===== config.mk =====
export PLATFORM = sky130hd
export DESIGN_NAME = seg_scan_ctrl
export DESIGN_NICKNAME = d
export VERILOG_FILES = /design/src/rtl/seg_scan_ctrl.sv
export SDC_FILE = /design/constraint.sdc
export NUM_CORES = 1
export LEC_CHECK = 0
export BUFFER_PORTS_ARGS = -buffer_cell sky130_fd_sc_hd__buf_2
export CAP_MARGIN = 10
export CORE_ASPECT_RATIO = 1.5
export CORE_MARGIN = 4
export CORE_UTILIZATION = 60
export CTS_CLUSTER_DIAMETER = 30
export DETAILED_ROUTE_END_ITERATION = 7
export PLACE_DENSITY = 0.89
export SETUP_SLACK_MARGIN = 0.05
export SLEW_MARGIN = 15
export SYNTH_ARGS = -nofsm -noshare
export SYNTH_HDL_FRONTEND = slang
export SYNTH_SLANG_ARGS = --single-unit
export TNS_END_PERCENT = 10

===== constraint.sdc =====
create_clock -name CLK -period 4.2 [get_ports CLK]
set_input_delay 0 -clock CLK [delete_from_list [all_inputs] [get_ports CLK]]
set_output_delay 0 -clock CLK [all_outputs]
set_load 0.01 [all_outputs]

===== src/rtl/seg_scan_ctrl.sv =====
// Six-digit 7-segment scan controller: digit/control registers, a prescaled
// tick counter and a per-slot guard/on/off phase with brightness control.
module seg_scan_ctrl #(
    parameter int DIV = 500
) (
    input  logic       CLK,
    input  logic       nRESET,
    input  logic       WR_EN,
    input  logic [2:0] WR_ADDR,
    input  logic [7:0] WR_DATA,
    output logic [7:0] SEG_DATA,
    output logic [5:0] SEG_COM,
    output logic [2:0] SCAN_IDX,
    output logic       FRAME_DONE
);

    localparam int PW = (DIV > 1) ? $clog2(DIV) : 1;

    typedef enum logic [1:0] {
        IDLE,
        GUARD,
        ON,
        OFF
    } phase_e;

    phase_e        state_q, state_d;
    logic [5:0]    ctrl_q, ctrl_d;
    logic [7:0]    digit_q [6];
    logic [7:0]    digit_d [6];
    logic [PW-1:0] pres_q, pres_d;
    logic [3:0]    t_q, t_d;
    logic [2:0]    idx_q, idx_d;
    logic [7:0]    shadow_q, shadow_d;
    logic [3:0]    bright_q, bright_d;
    logic          hex_q, hex_d;
    logic [7:0]    seg_data_q, seg_data_d;
    logic [5:0]    seg_com_q, seg_com_d;
    logic          frame_done_q, frame_done_d;
    logic [7:0]    sel_digit;
    logic [7:0]    glyph;

    function automatic logic [6:0] hex7(input logic [3:0] v);
        logic [6:0] s;
        unique case (v)
            4'h0: s = 7'h3F;
            4'h1: s = 7'h06;
            4'h2: s = 7'h5B;
            4'h3: s = 7'h4F;
            4'h4: s = 7'h66;
            4'h5: s = 7'h6D;
            4'h6: s = 7'h7D;
            4'h7: s = 7'h07;
            4'h8: s = 7'h7F;
            4'h9: s = 7'h6F;
            4'hA: s = 7'h77;
            4'hB: s = 7'h7C;
            4'hC: s = 7'h39;
            4'hD: s = 7'h5E;
            4'hE: s = 7'h79;
            default: s = 7'h71;
        endcase
        return s;
    endfunction

    always_comb begin
        ctrl_d       = ctrl_q;
        digit_d      = digit_q;
        pres_d       = pres_q;
        t_d          = t_q;
        idx_d        = idx_q;
        shadow_d     = shadow_q;
        bright_d     = bright_q;
        hex_d        = hex_q;
        frame_done_d = 1'b0;
        state_d      = state_q;
        seg_com_d    = 6'h3F;
        seg_data_d   = 8'h00;
        sel_digit    = digit_q[0];
        glyph        = 8'h00;

        if (WR_EN) begin
            if (WR_ADDR == 3'd6) begin
                ctrl_d = WR_DATA[5:0];
            end
            for (int i = 0; i < 6; i++) begin
                if (WR_ADDR == 3'(i)) digit_d[i] = WR_DATA;
            end
        end

        if (!ctrl_d[4]) begin
            pres_d = '0;
            t_d    = '0;
            idx_d  = '0;
        end else if (!ctrl_q[4]) begin
            // Enabling starts a fresh slot of digit 0 with the new settings
            pres_d   = '0;
            t_d      = '0;
            idx_d    = '0;
            shadow_d = digit_q[0];
            bright_d = ctrl_d[3:0];
            hex_d    = ctrl_d[5];
        end else if (pres_q == PW'(DIV - 1)) begin
            pres_d = '0;
            t_d    = t_q + 4'd1;
            if (t_q == 4'd15) begin
                idx_d        = (idx_q == 3'd5) ? 3'd0 : idx_q + 3'd1;
                frame_done_d = (idx_q == 3'd5);
                for (int i = 0; i < 6; i++) begin
                    if (idx_d == 3'(i)) sel_digit = digit_q[i];
                end
                shadow_d = sel_digit;
                bright_d = ctrl_q[3:0];
                hex_d    = ctrl_q[5];
            end
        end else begin
            pres_d = pres_q + PW'(1);
        end

        if (!ctrl_d[4])            state_d = IDLE;
        else if (t_d == 4'd0)      state_d = GUARD;
        else if (t_d <= bright_d)  state_d = ON;
        else                       state_d = OFF;

        glyph = hex_d ? {shadow_d[7], hex7(shadow_d[3:0])} : shadow_d;
        if (state_d == ON) begin
            seg_com_d  = ~(6'b1 << idx_d);
            seg_data_d = glyph;
        end
    end

    always_ff @(posedge CLK) begin
        if (!nRESET) begin
            state_q      <= GUARD;
            ctrl_q       <= 6'h1F;
            for (int i = 0; i < 6; i++) digit_q[i] <= 8'h00;
            pres_q       <= '0;
            t_q          <= '0;
            idx_q        <= '0;
            shadow_q     <= 8'h00;
            bright_q     <= 4'hF;
            hex_q        <= 1'b0;
            seg_data_q   <= 8'h00;
            seg_com_q    <= 6'h3F;
            frame_done_q <= 1'b0;
        end else begin
            state_q      <= state_d;
            ctrl_q       <= ctrl_d;
            digit_q      <= digit_d;
            pres_q       <= pres_d;
            t_q          <= t_d;
            idx_q        <= idx_d;
            shadow_q     <= shadow_d;
            bright_q     <= bright_d;
            hex_q        <= hex_d;
            seg_data_q   <= seg_data_d;
            seg_com_q    <= seg_com_d;
            frame_done_q <= frame_done_d;
        end
    end

    assign SEG_DATA   = seg_data_q;
    assign SEG_COM    = seg_com_q;
    assign SCAN_IDX   = idx_q;
    assign FRAME_DONE = frame_done_q;

endmodule


# Word-level counts from Yosys, hierarchy flattened
# Memory sizes are Yosys's and may differ from the RTL's.
# Index checks and enable logic that the tools add are counted.
[totals]
reg_bits = 98
mem_bits_ro = 112
in_bits = 14
wordCells = 83
memories = 1
[memory_table]
columns = ["memory", "depth", "width", "rd", "rd_ports_with_merged_regs", "wr", "line_no", "rtl"]
rows = [
  ["(name not given)", 16, 7, 1, 0, 0, "44", "unique case (v)"],
]
[op_classes]
n_addsub = 3
order_cmp = 1
eq_ne = 15
n_shift = 1
mux = 31
n_bitwise = 4
reduce_logical = 11
[op_table]
columns = ["operator", "count"]
rows = [
  ["two-way mux 8 bit", 9],
  ["two-way mux 4 bit", 7],
  ["== test 3 bit, second input constant", 6],
  ["two-way mux 3 bit", 5],
  ["AND reduction 2 bit", 7],
  ["== test 3 x 2 -> 1 bit, second input constant", 4],
  ["two-way mux 6 bit", 2],
  ["adder 9 x 1 -> 9 bit, second input constant", 1],
  ["== test 9 bit, second input constant", 1],
  ["two-way mux 7 bit", 1],
  ["== test 3 x 1 -> 1 bit, second input constant", 2],
  ["inverter 6 bit", 1],
  ["left shift 1 x 3 -> 6 bit, first input constant", 1],
  ["two-way mux 1 bit", 5],
  ["AND reduction 5 bit", 1],
  ["adder 4 x 1 -> 4 bit, second input constant", 1],
  ["== test 4 bit, second input constant", 1],
  ["less-or-equal comparator 4 bit", 1],
  ["zero test 4 bit", 1],
  ["two-way mux 2 bit", 2],
  ["OR reduction 4 bit", 1],
  ["adder 3 x 1 -> 3 bit, second input constant", 1],
  ["zero test 3 bit", 1],
  ["inverter 1 bit", 3],
  ["== test 2 bit, second input constant", 1],
]

# Logic depth before layout (Yosys ltp)
# Gate-level depths: netlist of run 1.
# An unclocked memory read counts as a cell.
[logic_depth]
word_depth = 14
ltp_mapped = 16

# Worst setup path after synthesis of run 1
# Ideal clock, no wire load.
[synth_path]
path_kind = "register to register"
from = "register t_q[0]"
to = "register seg_com_q[2] (netlist: SEG_COM[2])"
t_arrival_ps = 3025
path_slack_ps = 1051
stages_incl_launch_ff = 16
path_buffers = 1
synth_period_minus_slack_ps = 3149
cell_sequence = "dfxtp_1 ha_1 and3_1 and3_1 buf_1 nand3_1 nand2_1 a221oi_1 ha_1 nor2b_1 o21ai_0 nand2b_1 a21oi_1 o22a_1 nand2_1 a2111o_1"
[synth_via]
elab_chain_len = 11
[synth_rtl]
columns = ["item", "line_no", "rtl"]
rows = [
  ["from (decl)", "31", "logic [3:0] t_q, t_d;"],
  ["from (signal assigned)", "150", "t_q <= t_d;"],
  ["parallel branches: the longest is 11 deep, another holds adder 4 x 1 -> 4 bit", "n/a", ""],
  ["to (signal assigned)", "156", "seg_com_q <= seg_com_d;"],
  ["to (decl)", "37", "logic [5:0] seg_com_q, seg_com_d;"],
]
# Parallel ways; which one is timed is not known.
# A chain may end at the register's enable or synchronous reset.

# Worst setup path after layout of run 1
# Ends and elaborated chain as after synthesis.

==> metrics.yaml, run 1 <==
synth_edf_count: 0
worst-path-max-fanout: 13
die_x_um: 81.64
drtIter0Drc: 489
vias: 4534
drv_slew: 0
slew_headroom_pct: 18.48
cts_max_level: 3
cts_root_buf: "clkbuf_16"
antenna_found_initial: 0
postRouteAntennaNets: 0
antennaDiodeCount: 0
critPathTopFamily: "simple AND/OR/NAND/NOR gates"
synthToLayoutAreaGrowth_pct: 12.08
fin_ws_ns: 0.5358
ir_drop_mv: 0.2715
rsz0062_at_grt: "no"
utilization_pct: 68.73
clock_latency_ns: 0.36
hold_depth: 3
cellPowerDensity_nw_per_um2: 381.9
syn_nets: 621
status: "finished, violations left"
holdPathEnd: "digit_q[12]$_SDFFE_PN0P_"
cp.required_ns: 4.44
grtUsageTotal_pct: 28.76
rows: 40
max_stage_delay_ns: 0.52
ys_ff_latch: 98
slowest_stage: "and3_1"
cts_buffer_depth: 2
crit_arrival_ns: 3.91
clk_pin_slew_ns: 0.07
endpoint_kind: "flip-flop"
post_cts_buffers: 0
timing.hold.ws_ns: 0.1222
die_area_um2: 9670
final_common_cell: "nand2_1"
skew_ns: 0.005820
r2r-end: "SEG_COM[2]$_SDFF_PN1_"
drt_wl_total_mm: 13.32
power_leakage_uw: 0.002030
synthArstFlopShare_pct: 0
viasPerCell: 6.280
wl_per_cell_um: 18.45
setup-violations-final: 0
clock_sinks: 98
grt_max_degree: 59
synth_cell_types: 71
r2r_cells: 14
synth_cells: 594
cts_tree: "yes"
cts-buffers-inserted: 9
min_period_ns: 3.664
syn_area_um2: 4880
post-route-drc-count: 1
drv_cap: 0
yosys.area.top_type: "dfxtp_1"
nets: 639
hpwl_mm: 9.127
core-area_um2: 7958
layout_common_cells: "nand2_1, dfxtp_1, a21oi_1, nor2_1, buf_2"
grt_pass1_wl_mm: 21.51
fp.dieH_um: 118.5
reg2reg_slack_ns: 0.54
port_buffers: 31
drt_first_pass_iters: 8
r2r_start: "t_q[0]$_SDFF_PN0_"
synth.area.top_cells: "dfxtp_1, nand2_1, a21oi_1"
crit_path_cell_trace: "ha_1 > and3_1 > and3_1 > nand3_1 > nand2_1 > a221oi_1 > ha_1 > nor2b_1 > o21ai_0 > nand2b_1 > a21oi_1 > o22a_1 > nand2_1 > a2111o_1"
worst-path-buf-inv: 0
fin_tns_setup_ns: 0
timing.final.hold_violations: 0
finalCritPeriodShare_pct: 87.24
drive_gt1_share_pct: 12.16
holdCritPathClass: "in2reg"
globalplace.congestion: 0.9558
ys.warnings.count: 0
dpl_worst_slack_ns: 0.6932
violations: "DRC"
path_depth: 14
overflow: 0
grt_pass1_vias: 4602
worst_pin_slew_ns: 1.213
power_uw: 2088
yosys.area.top_type_share_pct: 40.21
fmax_ghz: 0.2729
synth.avg_cell_area_um2: 8.215
ys.flop_type: "dfxtp_1"
start_util_pct: 61.32
critPathKind: "reg2reg"
start_kind: "flip-flop"
ys_seq_area_share_pct: 40.21
boundaryPins: 32
min_from: "WR_DATA[4]"
==> power breakdown <==
| part | leakage [uW] | switching (uW) | internal (uW) | total [uW] |
|---|---|---|---|---|
| combinational | 0.00106 | 76.1 | 39.3 | 115 |
| sequential | 0.000793 | 12.0 | 945 | 957 |
| clock | 0.000176 | 374 | 642 | 1020 |
==> what timing repair did <==
action	in CTS	in global routing
resized for setup	0	0
hold endpoints to repair	34	0
hold buffers	8	0
==> worst max path at each step <==
| stage | from | slack [ns] | endpoint |
|---|---|---|---|
| floorplan | t_q[0]$_SDFF_PN0_ | 1.05 | SEG_COM[2]$_SDFF_PN1_ |
| global placement | t_q[0]$_SDFF_PN0_ | 0.85 | SEG_COM[2]$_SDFF_PN1_ |
| detailed placement | t_q[0]$_SDFF_PN0_ | 0.69 | SEG_COM[2]$_SDFF_PN1_ |
| CTS | t_q[0]$_SDFF_PN0_ | 0.60 | SEG_COM[2]$_SDFF_PN1_ |
| global route | t_q[0]$_SDFF_PN0_ | 0.33 | SEG_COM[2]$_SDFF_PN1_ |
| finish | t_q[0]$_SDFF_PN0_ | 0.54 | SEG_COM[2]$_SDFF_PN1_ |
==> through the flow <==
stage          instances  area [um2]
2_1_floorplan        594        4880
3_3_place_gp         698        5022
3_5_place_dp         698        5022
4_1_cts              722        5469
5_1_grt              722        5469
6_report             722        5469
==> cell type report <==
class                           instances  area, um2
Sequential cell                        98       1962
Multi-Input combinational cell        446       2684
Inverter                               12      45.04
Timing Repair Buffer                   45      280.3
Tap cell                              105      131.4
Clock buffer                            9      225.2
Fill cell                             612       2489
Clock inverter                          7      141.4
==> per-layer routing <==
metal  routed length (um)  vias to the layer above  GRT usage (%)
li1                     -                     2116              -
met4                  820                        0          21.73
met2                 6774                      262          46.84
met5                    0                        -              0
met1                 4771                     2080          31.18
met3                  954                       76          6.860
==> Yosys cell counts, types with 8 or more instances <==
| master | instances |
|---|---|
| nor2b_1 | 8 |
| buf_2 | 13 |
| nand2b_1 | 8 |
| o21ai_0 | 11 |
| nand2_1 | 131 |
| nand3_1 | 27 |
| ha_1 | 13 |
| dfxtp_1 | 98 |
| nor2_1 | 46 |
| inv_1 | 11 |
| nor3_1 | 12 |
| a21oi_1 | 64 |
| mux2i_1 | 16 |
| clkbuf_1 | 15 |
==> worst min-delay path, cell delays in order <==
cell and delay, ns:
buf_2 0.25, nand2_1 0.11, a21oi_1 0.06
==> flip-flops by register name (all words and copies together), names as in the netlist <==
signal and count:
shadow_q 8, t_q 4, SEG_COM 6, pres_q 9, hex_q 1, bright_q 4, digit_q 48, ctrl_q 6
SEG_DATA 8, FRAME_DONE 1, SCAN_IDX 3
==> cell families (layout without fill, tap and decap cells) <==
| group | Yosys count | count (layout) | synth area share [%] |
|---|---|---|---|
| and+or+nand+nor | 268 | 268 | 25.85 |
| AOI/OAI and AO/OA | 129 | 129 | 17.56 |
| adders and majority gates | 13 | 13 | 3.333 |
| DFF | 98 | 98 | 40.21 |
| buffers and inverters | 50 | 73 | 4.795 |
| muxes | 25 | 25 | 6.282 |
| xor gates and xnor gates | 11 | 11 | 1.974 |
(Power assumes the default switching activity.)
==> run 2: changes to the inputs <==
==> constraint.sdc (replaced) <==
create_clock -name CLK -period 4.2 [get_ports CLK]
set_input_delay 0.42 -clock CLK [delete_from_list [all_inputs] [get_ports CLK]]
set_output_delay 0.42 -clock CLK [all_outputs]
set_load 0.01 [all_outputs]
==> run 2 against run 1 <==
Net effect:
- non-clock buffer count shrank 7
- combinational power shrank 4%
- final cell count down 0.97%
- flip-flop and latch count unchanged
- global-route usage is 1.1 points lower
- power fell by 13%
- the run now ends clean
- largest cell class unchanged
==> metrics.yaml, run 2 (synthesis results as in run 1) <==
largest_reg_flops: 48  # unchanged
nets: 632  # -1.1%
drive_gt1_share_pct: 12.30  # +0.14 points
die_area_um2: 9670  # unchanged
timing.final.hold_violations: 0  # unchanged
synthToLayoutAreaGrowth_pct: 8.615
fmax_ghz: 0.2792  # +2.3%
place_area_um2: 5030  # +0.15%
postRouteAntennaNets: 0  # unchanged
cp.required_ns: 4.43  # about the same
overflow: 0  # unchanged
clk_pin_slew_ns: 0.07  # about the same
endpoint_kind: "flip-flop"
grt_max_degree: 59  # unchanged
grt_pass1_wl_mm: 20.51  # -4.7%
rows: 40  # unchanged
grt_pass1_vias: 4149  # -9.8%
cellPowerDensity_nw_per_um2: 344.1  # -9.9%
grtUsageTotal_pct: 27.63  # -1.1 points
drt_wl_total_mm: 12.83  # -3.7%
clock_sinks: 98  # unchanged
post_cts_buffers: 0  # unchanged
drtIter0Drc: 462  # -5.5%
worst_pin_slew_ns: 1.102  # -0.1114 ns
core-area_um2: 7958  # unchanged
worst-path-max-fanout: 13  # unchanged
boundaryPins: 32  # unchanged
drv_slew: 0  # unchanged
viasPerCell: 6.172  # -1.7%
slew_headroom_pct: 25.97  # +7.5 points
cts-buffers-inserted: 9  # unchanged
setup-violations-final: 0  # unchanged
fp.dieH_um: 118.5  # unchanged
globalplace.congestion: 0.8997  # -5.9%
status: "finished clean"
die_x_um: 81.64  # unchanged
skew_ns: 0.005594  # -0.0002265 ns
hpwl_mm: 9.111  # -0.18%
crit_arrival_ns: 3.82  # -0.09 ns
layout_common_cells: "nand2_1, dfxtp_1, a21oi_1, nor2_1, buf_2"
post-route-drc-count: 0  # -1
wl_per_cell_um: 17.95  # -2.7%
fin_tns_setup_ns: 0  # unchanged
reg.largest.list: "digit_q (48), pres_q (9)"
fin_area_um2: 5300  # -3.1%
power_leakage_uw: 0.001950  # -3.9%
finalCritPeriodShare_pct: 85.29  # -2.0 points
final_common_cell: "nand2_1"
critPathKind: "reg2reg"
fillers: 630  # +2.9%
holdBufCountCts: 0  # -8
clock_latency_ns: 0.35  # about the same
cts_root_buf: "clkbuf_16"
antenna_found_initial: 0  # unchanged
drt_first_pass_iters: 5  # -3
min_period_ns: 3.582  # -0.08204 ns
port_buffers: 31  # unchanged
rsz0062_at_grt: "no"
cts_buffer_depth: 2  # unchanged
ir_drop_mv: 0.2849  # +4.9%
vias: 4413  # -2.7%
cts_max_level: 3  # unchanged
start_kind: "flip-flop"
top_register: "digit_q"
cts_resized: 0  # unchanged
antennaDiodeCount: 0  # unchanged
drv_cap: 0  # unchanged
holdCritPathClass: "in2reg"
start_util_pct: 61.32  # unchanged
cts_tree: "yes"
-- run 2: changes by cell type in the layout (fill, tap and decap cells not counted), sizes merged --
cell         change
clkinvlp         +2
buf              +1
inv              +1
clkbuf           +1
bufinv           -4
dlygate4sd3      -8
-- run 2: critical path: stages (launching register included) --
cell and delay (ns):
dfxtp_1 0.35, ha_1 0.25, and3_1 0.23, and3_1 0.37, nand3_1 0.16, nand2_1 0.06
a221oi_1 0.32, ha_1 0.31, nor2b_1 0.13, o21ai_0 0.15, nand2b_1 0.07, a21oi_1 0.17
o22a_1 0.33, nand2_1 0.23, a2111o_1 0.34
-- run 2: path summary, 6_finish.rpt --
path,endpoint,slack [ns],from,cells past startpoint
setup / recovery,SEG_COM[2]$_SDFF_PN1_,0.62,t_q[0]$_SDFF_PN0_,14
hold reg to reg,digit_q[8]$_SDFFE_PN0P_,0.46,digit_q[8]$_SDFFE_PN0P_,2
hold / removal,digit_q[22]$_SDFFE_PN0P_,0.37,WR_DATA[6],3
setup reg to reg,SEG_COM[2]$_SDFF_PN1_,0.62,t_q[0]$_SDFF_PN0_,14
-- run 2: per-stage QoR --
| stage | cells | hold WS, ns | total power [uW] | setup slack [ns] | util (%) |
|---|---|---|---|---|---|
| 2_1_floorplan | 594 | 0.4263 | 1052 | 1.051 | - |
| 3_3_place_gp | 699 | 0.4380 | 1079 | 0.7676 | 63.21 |
| 3_5_place_dp | 699 | 0.4478 | 1084 | 0.6451 | 63.21 |
| 4_1_cts | 715 | 0.3583 | 1824 | 0.6232 | 66.60 |
| 5_1_grt | 715 | 0.3738 | 1875 | 0.3595 | 66.60 |
| 6_report | 715 | 0.3652 | 1824 | 0.6178 | 66.60 |
-- run 2: report_power, final --
group	total, uW	internal, uW	switching, uW
Combinational	110	34.6	75.6
Clock	757	401	356
Sequential	957	945	11.8
-- run 2: routing by layer --
layer  vias up  global-route usage [%]  part of all wire [%]
li1       2096                       -                     -
met4         0                   16.84                   4.5
met2       193                   47.30                    52
met5         -                       0                     0
met1      2086                   30.77                    38
met3        38                   4.802                   5.2
-- run 2: final cells by class --
type                    instances  area [um2]  share of cell area, %
multi-input cells             446        2684                  50.64
flip-flops and latches         98        1962                  37.02
clock buffers                  10       229.0                  4.320
repair buffers                 38       207.7                  3.919
well taps                     105       131.4                  2.479
inverters                      12       45.04                 0.8499
clock inverters                 6       41.29                 0.7790
